--- src/rtl/decoder_pulse_scan.sv ---
// Registered one-hot decoder with a valid/ready request port and a per-line dwell counter.
// Single mode pulses one line; scan mode walks from the requested line up to the top line.
module decoder_pulse_scan #(
  parameter int ADDR_W    = 6,
  parameter int PULSE_LEN = 1
) (
  input  logic                   clk,
  input  logic                   rst_n,
  input  logic                   en,
  input  logic                   in_valid,
  output logic                   in_ready,
  input  logic                   mode,
  input  logic [ADDR_W-1:0]      addr,
  output logic [(2**ADDR_W)-1:0] y,
  output logic [ADDR_W-1:0]      cur_addr,
  output logic                   busy,
  output logic                   done
);

  localparam int OUT_W = 2**ADDR_W;
  localparam logic [7:0]        RELOAD   = 8'(PULSE_LEN - 1);
  localparam logic [ADDR_W-1:0] TOP_ADDR = {ADDR_W{1'b1}};
  localparam logic [ADDR_W-1:0] ONE_ADDR = ADDR_W'(1);
  localparam logic [OUT_W-1:0]  LSB_LINE = OUT_W'(1);

  typedef enum logic {IDLE = 1'b0, ACTIVE = 1'b1} state_t;

  state_t              state_r, state_s;
  logic                mode_r, mode_s;
  logic [7:0]          cnt_r, cnt_s;
  logic [ADDR_W-1:0]   cur_addr_r, cur_addr_s;
  logic [OUT_W-1:0]    y_r, y_s;
  logic                done_r, done_s;
  logic                accept_s;
  logic                last_line_s;

  function automatic logic [OUT_W-1:0] onehot(input logic [ADDR_W-1:0] a);
    return LSB_LINE << a;
  endfunction

  assign in_ready    = (state_r == IDLE) & en;
  assign accept_s    = in_valid & in_ready;
  assign last_line_s = (mode_r == 1'b0) | (cur_addr_r == TOP_ADDR);

  // State register.
  always_ff @(posedge clk or negedge rst_n) begin
    if (!rst_n) begin
      state_r <= IDLE;
    end else begin
      state_r <= state_s;
    end
  end

  // Next-state logic.
  always_comb begin
    state_s = state_r;
    case (state_r)
      IDLE: begin
        if (accept_s) state_s = ACTIVE;
        else          state_s = IDLE;
      end
      ACTIVE: begin
        if (!en)                    state_s = IDLE;
        else if (cnt_r != 8'd0)     state_s = ACTIVE;
        else if (!last_line_s)      state_s = ACTIVE;
        else                        state_s = IDLE;
      end
      default: state_s = IDLE;
    endcase
  end

  // Next values of the registered datapath and outputs.
  always_comb begin
    mode_s     = mode_r;
    cnt_s      = cnt_r;
    cur_addr_s = cur_addr_r;
    y_s        = y_r;
    done_s     = 1'b0;
    case (state_r)
      IDLE: begin
        if (accept_s) begin
          cur_addr_s = addr;
          mode_s     = mode;
          cnt_s      = RELOAD;
          y_s        = onehot(addr);
        end else begin
          y_s        = {OUT_W{1'b0}};
        end
      end
      ACTIVE: begin
        if (!en) begin
          // Abort: drop the line without signalling completion.
          y_s   = {OUT_W{1'b0}};
          cnt_s = 8'd0;
        end else if (cnt_r != 8'd0) begin
          cnt_s = cnt_r - 8'd1;
        end else if (!last_line_s) begin
          cur_addr_s = cur_addr_r + ONE_ADDR;
          cnt_s      = RELOAD;
          y_s        = onehot(cur_addr_r + ONE_ADDR);
        end else begin
          y_s    = {OUT_W{1'b0}};
          done_s = 1'b1;
        end
      end
      default: begin
        y_s   = {OUT_W{1'b0}};
        cnt_s = 8'd0;
      end
    endcase
  end

  // Datapath and output registers.
  always_ff @(posedge clk or negedge rst_n) begin
    if (!rst_n) begin
      mode_r     <= 1'b0;
      cnt_r      <= 8'd0;
      cur_addr_r <= {ADDR_W{1'b0}};
      y_r        <= {OUT_W{1'b0}};
      done_r     <= 1'b0;
    end else begin
      mode_r     <= mode_s;
      cnt_r      <= cnt_s;
      cur_addr_r <= cur_addr_s;
      y_r        <= y_s;
      done_r     <= done_s;
    end
  end

  assign y        = y_r;
  assign cur_addr = cur_addr_r;
  assign busy     = (state_r == ACTIVE);
  assign done     = done_r;

endmodule

--- config.mk ---
export PLATFORM = sky130hd
export DESIGN_NAME = decoder_pulse_scan
export DESIGN_NICKNAME = d
export VERILOG_FILES = /design/src/rtl/decoder_pulse_scan.sv
export SDC_FILE = /design/constraint.sdc
export NUM_CORES = 1
export LEC_CHECK = 0
export ABC_AREA = 1
export BUFFER_PORTS_ARGS = -buffer_cell sky130_fd_sc_hd__buf_2
export CELL_PAD_IN_SITES_DETAIL_PLACEMENT = 0
export CELL_PAD_IN_SITES_GLOBAL_PLACEMENT = 1
export CORE_AREA = 5 5 122 124
export DETAILED_ROUTE_END_ITERATION = 10
export DIE_AREA = 0 0 127 129
export MAX_ROUTING_LAYER = met4
export PLACE_DENSITY = 0.7
export SLEW_MARGIN = 20
export SYNTH_ARGS = -nofsm -noshare
export SYNTH_HDL_FRONTEND = slang
export SYNTH_SLANG_ARGS = --single-unit
export TNS_END_PERCENT = 100
--- constraint.sdc ---
create_clock -name clk -period 1.52 [get_ports clk]
set_input_delay 0.076 -clock clk [delete_from_list [all_inputs] [get_ports clk]]
set_output_delay 0.076 -clock clk [all_outputs]
set_load 0.005 [all_outputs]
==> results.toml <==
[power]
power.density_mw_per_mm2 = 861
finalPower_uw = 6090
vdd.ir_drop.worst_mv = 0.579
combPwrFrac_pct = 29.0
seqPwrFrac_pct = 37.7
p_sw_share_pct = 34.3
power.switching_uw = 2090
clockPowerShare_pct = 33.3
p_leak_uw = 0.00360
p_int_uw = 4000

[logic_synthesis]
yosysWarnings = 0
syn_nets = 702
syn_area_sq_mm = 0.00477
ys_types = 22
netlist_instances = 684
seq_area_frac_synth_pct = 42.5
syn_avg_cell_area_sq_um = 6.97
ys_ff_latch = 81

[clock_network]
clk_pin_slew_ns = 0.06
cts.sinks = 81
clkLatencyLatePin_ns = 0.35
htree_levels = 3
cts_root_buffer = "clkbuf_16"
clockBufferDepth = 2
numCtsBuffers = 9
cts_tree = "yes"

[cells_and_area]
final_common_cell = "nor2_1"
area_growth_pct = 48.3
layout_common_cells = "166 x nor2_1, 100 x nand2_1, 82 x buf_2"
antenna_cells = 0
drive_above_1_share_pct = 41.7
num-fill-cells = 1342
layout.nets = 839

[worst_setup_path]
required_ns = 1.79
r2r-end = "y[9]"
critPathCaptureType = "register"
path_class = "reg -> reg"
reg2regPathDepth = 10
critical_path.max_fanout = 8
crit_arrival_ns = 1.96
r2r_start = "cur_addr[1]"
cp-start-kind = "register"
r2r_setup_slack_ns = -0.16

[die]
dieArea_sq_mm = 0.0164
io_pins = 84
fp.dieW_um = 127
start_util_pct = 34.9
rows = 43
die_h_um = 129
coreArea_sq_mm = 0.0137

[drt]
wl_mm = 17.9
m1WireLength_mm = 8.10
top_layer_used = "met4"
drt_iter0_drc = 482
met3_length_mm = 1.23
route.met2.wl_mm = 8.07
wire_per_inst_um = 17.8
dr.pass1.iters = 5
antenna_left = 0
vias = 5156
via_per_inst = 5.13
drc = 0

[timing]
slew_violations = 0
hold_violations = 0
maxSlewHeadroom_pct = 65.4
final.min_clock_period_ns = 1.68
tns_ns = -8.32
setup_viol = 78
fmax_mhz = 594
setup_slack_ns = -0.164
clock_skew_ns = 0.00738
worst_pin_slew_ns = 0.519
rsz0062_at_grt = "yes"
fin_crit_sh_pct = 111

[hold_path]
hold_class = "in -> reg"
hold_depth = 3
min_from = "in_valid"
hold_end = "busy"

[global_routing]
first_global_vias = 5158
grt_pass1_wl_mm = 27.8
antenna_found_initial = 0
grt_max_degree = 82
track_usage_pct = 22.5
gr-total-overflow = 0

[placed_design]
detailedPlace.worstSlack_ns = -0.410
dpl.hpwl_mm = 11.3
numPortBuffers = 83
gp_congestion = 0.832

[status]
outcome = "complete, but fails checks"
violations = "negative setup slack"

[flow_run]
cap_violations = 0
-- kinds of logic after synthesis --
logic type | after synthesis | share of synthesized area [%]
and+or+nand+nor | 403 | 34.7
DFF | 81 | 42.5
xor gates and xnor gates | 4 | 0.892
adders and majority gates | 7 | 1.84
AOI/OAI and AO/OA | 113 | 11.9
buffers and inverters | 76 | 8.18
-- through the flow --
stage	area, sq um	std cells	util (%)	hold slack [ns]
CTS	6750	1001	49.4	0.0556
detailed placement	5710	961	41.8	0.154
global route	7070	1005	51.8	0.0706
floorplan	4810	684	-	-0.220
global placement	5710	961	41.8	0.146
finish	7070	1005	51.8	0.0612
-- what timing repair did --
item / in CTS / in global routing
setup endpoints to repair: 79 / 79
hold buffers: 2 / 0
gates cloned: 7 / 2
hold endpoints to repair: 82 / 0
gates resized for setup: 133 / 83
pin swaps: 17 / 27
buffers inserted: 17 / 4
-- worst max path at each step --
stage / from / endpoint / slack (ns) / cells after the start
CTS: cur_addr[0] / y[33] / -0.17 / 9
finish: cur_addr[1] / y[9] / -0.16 / 10
floorplan: cur_addr[1] / cur_addr[1] / 0.02 / 8
global route: cur_addr[1] / y[14] / -0.24 / 11
global placement: cur_addr[1] / y[45] / -0.40 / 7
detailed placement: cur_addr[1] / y[13] / -0.41 / 7
-- area by class of cell --
type	instances	area [sq um]	share of cell area, %
clock buffer	12	246	3.48
clock inverter	3	17.5	0.248
inverter	37	139	1.96
multi-input combinational	527	3060	43.3
sequential	81	2030	28.7
tap	180	225	3.18
timing repair buffer	165	1350	19.1
-- worst max-delay path, cell delays in order, from the launching register on --
cell     delay, ns
dfrtp_2       0.43
ha_4          0.19
nand2_4       0.09
nor2_4        0.04
nand2_2       0.09
nand3_4       0.11
nor2_4        0.18
buf_12        0.15
buf_16        0.14
nand2_1       0.06
a21oi_1       0.12
-- synthesized netlist by cell type (all sizes together) --
cell,n,area (sq um)
nand4,17,106
buf,30,218
nand2,150,571
xor2,4,42.6
nand3,26,143
ha,7,87.6
inv,37,139
o211ai,1,7.51
nor2,209,830
nor3,1,5.00
dfrtp,81,2030
o21ai,16,80.1
a21oi,96,480
clkbuf,9,33.8
-- power groups by stage --
stage | clock (uW) | sequential (uW) | combinational [uW]
global placement | 0 | 2330 | 1180
detailed placement | 0 | 2330 | 1190
global route | 2170 | 2300 | 1900
floorplan | 0 | 2340 | 617
CTS | 2070 | 2300 | 1550
finish | 2030 | 2290 | 1770
-- flip-flops by register name, indices dropped and copies added (netlist names) --
register  cells
y            64
cnt_r         8
cur_addr      6
busy          1
done          1
mode_r        1
-- metal layers --
| metal | vias to the layer above | GRT usage (%) |
|---|---|---|
| li1 | 2457 | - |
| met1 | 2477 | 30.1 |
| met2 | 188 | 33.3 |
| met3 | 34 | 5.11 |
| met4 | 0 | 8.45 |
| met5 | - | - |
(Power assumes the default switching activity.)
